File: config.mk
export PLATFORM = sky130hd
export DESIGN_NAME = shifter_iter
export DESIGN_NICKNAME = d
export VERILOG_FILES = /design/src/rtl/shifter_iter.sv
export SDC_FILE = /design/constraint.sdc
export NUM_CORES = 1
export LEC_CHECK = 0
export BUFFER_PORTS_ARGS = -buffer_cell sky130_fd_sc_hd__buf_2
export CORE_ASPECT_RATIO = 1.75
export CORE_MARGIN = 4
export CORE_UTILIZATION = 30
export DETAILED_ROUTE_END_ITERATION = 16
export SYNTH_ARGS = -nofsm -noshare
export SYNTH_HDL_FRONTEND = slang
export SYNTH_SLANG_ARGS = --single-unit
File: constraint.sdc
create_clock -name clock -period 3.55 [get_ports clock]
set_input_delay 0.5325 -clock clock [delete_from_list [all_inputs] [get_ports clock]]
set_output_delay 0.5325 -clock clock [all_outputs]
set_load 0.01 [all_outputs]
File: src/rtl/shifter_iter.sv
// Multi-cycle shifter: resolves one log2 stage of the shift amount per clock
// (SLL, SRL, SRA, ROL, ROR) behind a ready/start/done handshake.
module shifter_iter #(
  parameter int WIDTH = 32
) (
  input  logic                     clock,
  input  logic                     reset_n,
  input  logic                     start,
  input  logic [WIDTH-1:0]         data_in,
  input  logic [$clog2(WIDTH)-1:0] shamt,
  input  logic [2:0]               mode,
  output logic [WIDTH-1:0]         result,
  output logic                     ready,
  output logic                     done,
  output logic                     illegal
);
  localparam int SHW = $clog2(WIDTH);
  localparam logic [SHW-1:0] K_LAST = SHW'(SHW - 1);

  localparam logic [2:0] MODE_SLL = 3'b000;
  localparam logic [2:0] MODE_SRL = 3'b001;
  localparam logic [2:0] MODE_SRA = 3'b010;
  localparam logic [2:0] MODE_ROL = 3'b011;
  localparam logic [2:0] MODE_ROR = 3'b100;

  typedef enum logic [1:0] {IDLE, SHIFT, DONE} state_t;

  state_t                     state_reg, state_next;
  logic [WIDTH-1:0]           work_reg;
  logic [SHW-1:0]             shamt_reg;
  logic [2:0]                 mode_reg;
  logic                       sign_reg;
  logic [SHW-1:0]             k_reg;
  logic [WIDTH-1:0]           result_reg;
  logic                       illegal_reg;
  logic                       ready_reg;
  logic                       done_reg;

  logic                       mode_legal;
  logic [SHW-1:0][WIDTH-1:0]  stage_val;
  logic [WIDTH-1:0]           stage_sel;
  logic                       stage_en;
  logic [WIDTH-1:0]           work_next;

  assign mode_legal = (mode <= MODE_ROR);

  // Each stage gi shifts the work register by a fixed 2^gi; only the
  // stage selected by k is used in a given cycle.
  for (genvar gi = 0; gi < SHW; gi++) begin : g_stage
    localparam int S = 1 << gi;
    assign stage_val[gi] =
      (mode_reg == MODE_SLL) ? {work_reg[WIDTH-1-S:0], {S{1'b0}}} :
      (mode_reg == MODE_SRL) ? {{S{1'b0}}, work_reg[WIDTH-1:S]} :
      (mode_reg == MODE_SRA) ? {{S{sign_reg}}, work_reg[WIDTH-1:S]} :
      (mode_reg == MODE_ROL) ? {work_reg[WIDTH-1-S:0], work_reg[WIDTH-1:WIDTH-S]} :
                               {work_reg[S-1:0], work_reg[WIDTH-1:S]};
  end

  always_comb begin
    stage_sel = work_reg;
    stage_en  = 1'b0;
    for (int i = 0; i < SHW; i++) begin
      if (k_reg == SHW'(i)) begin
        stage_sel = stage_val[i];
        stage_en  = shamt_reg[i];
      end
    end
  end

  assign work_next = stage_en ? stage_sel : work_reg;

  always_comb begin
    state_next = state_reg;
    case (state_reg)
      IDLE:    if (start) state_next = mode_legal ? SHIFT : DONE;
      SHIFT:   if (k_reg == K_LAST) state_next = DONE;
      DONE:    state_next = IDLE;
      default: state_next = IDLE;
    endcase
  end

  always_ff @(posedge clock or negedge reset_n) begin
    if (!reset_n) state_reg <= IDLE;
    else          state_reg <= state_next;
  end

  always_ff @(posedge clock or negedge reset_n) begin
    if (!reset_n) begin
      work_reg    <= '0;
      shamt_reg   <= '0;
      mode_reg    <= '0;
      sign_reg    <= 1'b0;
      k_reg       <= '0;
      result_reg  <= '0;
      illegal_reg <= 1'b0;
      ready_reg   <= 1'b1;
      done_reg    <= 1'b0;
    end else begin
      // Handshake flags track the next state so they come straight from flops.
      ready_reg <= (state_next == IDLE);
      done_reg  <= (state_next == DONE);
      case (state_reg)
        IDLE: begin
          if (start) begin
            work_reg  <= data_in;
            shamt_reg <= shamt;
            mode_reg  <= mode;
            sign_reg  <= data_in[WIDTH-1];
            k_reg     <= '0;
            if (!mode_legal) begin
              result_reg  <= data_in;
              illegal_reg <= 1'b1;
            end
          end
        end
        SHIFT: begin
          work_reg <= work_next;
          k_reg    <= k_reg + 1'b1;
          if (k_reg == K_LAST) begin
            result_reg  <= work_next;
            illegal_reg <= 1'b0;
          end
        end
        default: ;
      endcase
    end
  end

  assign result  = result_reg;
  assign illegal = illegal_reg;
  assign ready   = ready_reg;
  assign done    = done_reg;

endmodule

; Word level (Yosys, flattened, before mapping)
; Index checks and enable logic that the tools add are counted.
[word_totals]
elab_cells = 78
regBits = 83
[op_classes]
n_eq_ne = 12
reduce_logical = 8
add_sub_neg = 1
order_cmp = 1
n_mux = 46
[ops]
columns = cell, n
row1 = 2-to-1 mux 32 bit, 29
row2 = one-hot mux 32 bit (2 select lines), 2
row3 = "equality test 5 x 2 -> 1 bit, second input constant", 2
row4 = one-hot mux 5 bit (2 select lines), 1
row5 = 2-to-1 mux 1 bit, 8
row6 = "equality test 3 x 2 -> 1 bit, second input constant", 2
row7 = 2-to-1 mux 2 bit, 3
row8 = "!= test 2 bit, second input constant", 3
row9 = "adder 5 x 1 -> 5 bit, second input constant", 1
row10 = "equality test 5 x 1 -> 1 bit, second input constant", 1
row11 = "equality test 5 x 3 -> 1 bit, second input constant", 1
row12 = zero test 5 bit, 1
row13 = 2-to-1 mux 5 bit, 1
row14 = zero test 2 bit, 2
row15 = one-hot mux 2 bit (2 select lines), 1
row16 = AND reduction 2 bit, 2
row17 = AND reduction 4 bit, 1
row18 = "equality test 3 x 1 -> 1 bit, second input constant", 1
row19 = "less-or-equal comparator 3 bit, second input constant", 1
row20 = zero test 3 bit, 1
row21 = "equality test 2 x 1 -> 1 bit, second input constant", 1
row22 = "equality test 2 bit, second input constant", 1
row23 = one-hot mux 1 bit (2 select lines), 1
row24 = nonzero test 2 bit, 1

; Logic depth before layout (Yosys ltp)
[depth]
word_depth = 13
ltp_mapped = 11

; Least setup slack after synthesis
; OpenSTA, ideal clock, no wires.
[synth_timing]
path_type = register to register
start = reg k_reg[0]
end = reg result_reg[5], in the netlist result[5]
setup_slack_ps = 1223
path_stages_with_launch = 10
setup_ps = 87
required_ps = 3463
arrival_time_ps = 2240
cell_sequence = dfrtp_1 -> inv_1 -> ha_1 -> buf_1 -> or4b_4 -> buf_6 -> nand2_2 -> a2111oi_0 -> or4_4 -> a211oi_2
[synth_between]
elab_chain_len = 9
[synth_lines]
columns = item, line
row1 = from (decl), 33  ; logic [SHW-1:0] k_reg;
row2 = from (signal assigned), 118  ; k_reg <= k_reg + 1'b1;
row3 = zero test 5 bit, 63  ; if (k_reg == SHW'(i)) begin
row4 = 2-to-1 mux 32 bit / 2-to-1 mux 1 bit (equally long branches) (5 in series), 63
row5 = 2-to-1 mux 32 bit, 70  ; assign work_next = stage_en ? stage_sel : work_reg;
row6 = 2-to-1 mux 32 bit, 119  ; if (k_reg == K_LAST) begin
row7 = one-hot mux 32 bit (2 select lines), 102  ; case (state_reg)
row8 = to (signal assigned), 111  ; result_reg <= data_in;
row9 = to (signal assigned), 120  ; result_reg <= work_next;
row10 = to (decl), 34  ; logic [WIDTH-1:0] result_reg;
; Several ways; a longest one is shown, not always the timed one. The select of a mux whose other input is x is not followed.
; A chain may end at the register's enable or synchronous reset.

; Worst setup path after layout
[layout_timing]
start = reg k_reg[2]
end = reg work_reg[25]
[layout_between]
elab_chain_len = 8
[layout_lines]
columns = item, line
row1 = zero test 5 bit, 63
row2 = 2-to-1 mux 32 bit / 2-to-1 mux 1 bit (equally long branches) (5 in series), 63
row3 = 2-to-1 mux 32 bit (*), 70
row4 = one-hot mux 32 bit (2 select lines) (*), 102
row5 = to (signal assigned), 105  ; work_reg <= data_in;
row6 = to (signal assigned), 117  ; work_reg <= work_next;
row7 = to (decl), 29  ; logic [WIDTH-1:0] work_reg;
; Every way passes the cells marked *; elsewhere a longest branch is shown, timed or not.

==> metrics.md <==
| Metric | Value |
|---|---|
| Result of the run | finished clean |
| Global route overflow | 0 |
| Area growth, synth to finish | 16.5% |
| Antenna violations before repair | 1 |
| Post-Synthesis Cell Area | 7110 um^2 |
| Required time of the critical path | 3.77 ns |
| Cells taking the most area after synthesis | dfrtp_1 29%, o21ai_0 8.0%, a21oi_1 6.1%, nand2_1 5.8%, nand3_1 4.6% |
| Number of global-route vias before repair | 8528 |
| Wire per inst | 31.4 um |
| Clock latency of the later-clocked register in the worst-skew pair | 0.39 ns |
| CP endpoint kind | register |
| Number of warning messages in the yosys log | 0 |
| Number of cells produced by synthesis | 952 |
| Final hold violation count | 0 |
| Number of inserted diodes | 0 |
| Synthesized area per cell | 7.47 um^2 |
| Clock transition time at the flip-flop clock pins of the worst setup and hold paths | 0.07 ns |
| Post-CTS Repair Setup Buffers | 0 |
| Ys async rst share | 100% |
| Max-slew violation total from the final report | 0 |
| Die ar. | 26300 um^2 |
| Number of cells on the worst reg-to-reg path | 6 |
| Simple-gate portion of the synthesized area | 23.9% |
| Leading area contributor after synthesis | dfrtp_1 |
| R2R Setup Slk | 0.56 ns |
| Core box area | 23300 um^2 |
| Cts repair resizes | 0 |
| Min-delay worst type | input port to async pin |
| CTS tree | built |
| Die height | 212 um |
| Crit-path max cell delay | 0.79 ns |
| Clock tree root driver cell | clkbuf_16 |
| Count of hold buffers inserted by post-cts repair | 0 |
| Synthesized-area fraction occupied by ao, oa, aoi and oai cells | 36.6% |
| First-pass GRT wire length | 59.8 mm |
| Largest fanout on the critical path | 16 |
| XOR/XNOR Fraction of Synth Area | 0.475% |
| Global routing usage on met2 | 52.3% |
| Max Clock Freq | 335 MHz |
| List of cells traversed by the critical path | nor3_2 -> a32o_1 -> o211ai_2 -> a21oi_1 -> nor2_1 -> a221oi_1 |
| Crit path buf inv count | 0 |
| Number of max-cap violations | 0 |
| Normalized max-slew margin | 32.3% |
| Row count | 74 |
| Main combinational cell family by area after synthesis | compound AO/OA/AOI/OAI gates |
| Nature of the critical path startpoint | register |
| Initial cell density of the core | 30.5% |
| Number of I/O port buffers | 77 |
| Crit path max-delay family | compound AO/OA/AOI/OAI gates |
| Number of design-rule violations left by the first detailed-router iteration | 997 |
| Number of nets in the synthesized netlist | 999 |
| Most used DFF post-synth | dfrtp_1 |
| Post-synthesis share of cell area spent on full adders, half adders and majority gates | 0.704% |
| Final routed DRC violation total | 0 |
| Total iterations of the first detailed-routing run | 6 |
| Max H-tree Level | 3 |
| Total negative setup slack | 0 ns |
| TritonCTS Buffers | 9 |
| Half-perimeter wire length after detailed placement | 30.6 mm |
| Launch instance of the worst register-to-register path | k_reg[2] |
| Kind of critical path | register to register |
| Final clock period utilization by the worst path | 84.2% |
| Vias per inst | 6.54 |
| Met3 usage | 4.82% |
| Maximum clock skew at final layout | 0.0104 ns |
| Final #Nets | 1060 |
| Detailed Route WL | 41.6 mm |
| Most used routing layer | met2 |
| Die width | 124 um |
| Unrepaired setup endpoints after global routing | false |
| Top-level port count | 78 |
| Data arrival time at the worst-slack endpoint | 3.21 ns |
| Number of clock sinks seen by CTS | 83 |
| Worst-case clock buffer depth | 2 |
| Sequential fraction of the synthesis area | 29.2% |
| Final ANT Viol Nets | 0 |
| Area share of the largest cell type after synthesis | 28.8% |
| Flip-flop and latch count after synthesis | 83 |
| Setup Viol. Count Final | 0 |
| Pin count of the biggest net entering global routing | 74 |
| Pin slew with the least headroom to its limit | 1.02 ns |
| Global routing usage on met1 | 33.6% |
| Final critical-path required period | 2.99 ns |
| Number of flops mapped to enable cells by yosys | 0 |
| Distinct cell type count of the synthesized netlist | 87 |
| Via count | 8649 |
| Reg-to-Reg End | work_reg[25] |
| Portion of netlist area occupied by mux cells | 1.55% |
| Layout cells sized above 1 | 19.5% |
| Global placer's final weighted congestion | 1.07 |
| Critical-path top delay cell | nor2_1 |
| Total Routing Usage GR | 30.9% |
## worst register-to-register path, delay by kind of cell, from the launching register on
family,cells,cell delay (ns)
AO/OA/AOI/OAI,4,1.12
AND/OR/NAND/NOR,2,0.96
flip-flops,1,0.75
## layout by cell type (no fill, tap or decap), types with 4 or more instances in the layout
cell / Yosys / routed
o2bb2ai_1: 5 / 5
nor2_1: 62 / 62
o31a_1: 5 / 5
buf_2: 28 / 76
o21a_1: 8 / 8
or3_1: 9 / 9
nand3_1: 66 / 66
inv_1: 12 / 12
nor2b_1: 9 / 8
a211oi_1: 19 / 19
a221oi_1: 7 / 7
a22oi_1: 7 / 7
a311o_1: 5 / 5
nand2_1: 109 / 109
a311oi_1: 5 / 5
o21ai_1: 17 / 17
nand2b_1: 6 / 6
o2111ai_1: 10 / 10
a21oi_1: 87 / 87
dfrtp_1: 82 / 82
o21ai_0: 114 / 114
o22ai_1: 4 / 4
and3b_1: 5 / 5
a31oi_1: 45 / 45
o211ai_1: 7 / 7
nor3_1: 15 / 15
buf_4: 4 / 70
o221a_2: 5 / 5
ha_1: 4 / 4
a2111oi_0: 5 / 5
mux2i_1: 11 / 11
o31ai_1: 9 / 9
clkbuf_16: 0 / 9
and3_1: 20 / 20
## final cells by class
class                   count  area (um^2)
repair buffers            148          946
clock buffers              10          239
clock inverters             6         72.6
flip-flops and latches     83         2080
fillers                  2558        15000
well taps                 304          380
inverters                  13         48.8
multi-input cells         758         4520
## synth_stat cells, types with 6 or more instances
cell type  instances
a21oi_1           87
and3_1            20
nor2_1            62
clkbuf_1          51
nand2b_1           6
a211oi_1          19
inv_1             12
o21a_1             8
nor2b_1            9
o21ai_1           17
mux2i_1           11
nand3_1           66
buf_2             28
nor3_1            15
o31ai_1            9
o211ai_1           7
o21ai_0          114
a221oi_1           7
a22oi_1            7
buf_6              7
a31oi_1           45
dfrtp_1           82
o2111ai_1         10
nand2_1          109
or3_1              9
buf_1              6
## worst max-delay path by stage
stage	start	to	depth (start not counted)
global route	k_reg[0]	result[0]	9
floorplan	k_reg[0]	result[5]	9
finish	k_reg[2]	work_reg[25]	6
CTS	k_reg[4]	work_reg[28]	7
detailed placement	k_reg[4]	work_reg[28]	7
global placement	k_reg[4]	work_reg[28]	7
## logic make-up (layout without fill, tap and decap cells)
family | after synthesis | in the layout
XOR/XNOR | 3 | 3
adder cells (fa/ha/maj) | 4 | 4
flip-flops | 83 | 83
AND/OR/NAND/NOR | 335 | 335
multiplexers | 11 | 11
AO/OA/AOI/OAI | 405 | 405
buffers and inverters | 111 | 177
## through the flow
| stage | hold WS (ns) | instance area (um^2) | utilization (%) | instances | setup WS, ns |
|---|---|---|---|---|---|
| finish | 0.310 | 8290 | 35.5 | 1322 | 0.561 |
| detailed placement | 0.468 | 7980 | 34.2 | 1306 | 0.593 |
| floorplan | 0.237 | 7110 | - | 952 | 1.22 |
| CTS | 0.320 | 8290 | 35.5 | 1322 | 0.579 |
| global route | 0.351 | 8290 | 35.5 | 1322 | 0.340 |
| global placement | 0.462 | 7980 | 34.2 | 1306 | 0.649 |
## metal layers
layer  vias to the layer above  part of all wire, %
li1                       3709                    -
met1                      4213                   35
met2                       532                   48
met3                       193                  7.1
met4                         2                   10
met5                         -                0.031
Power is not shown: default switching activity piles up to over one toggle a cycle in this logic, so the estimate is an artifact.
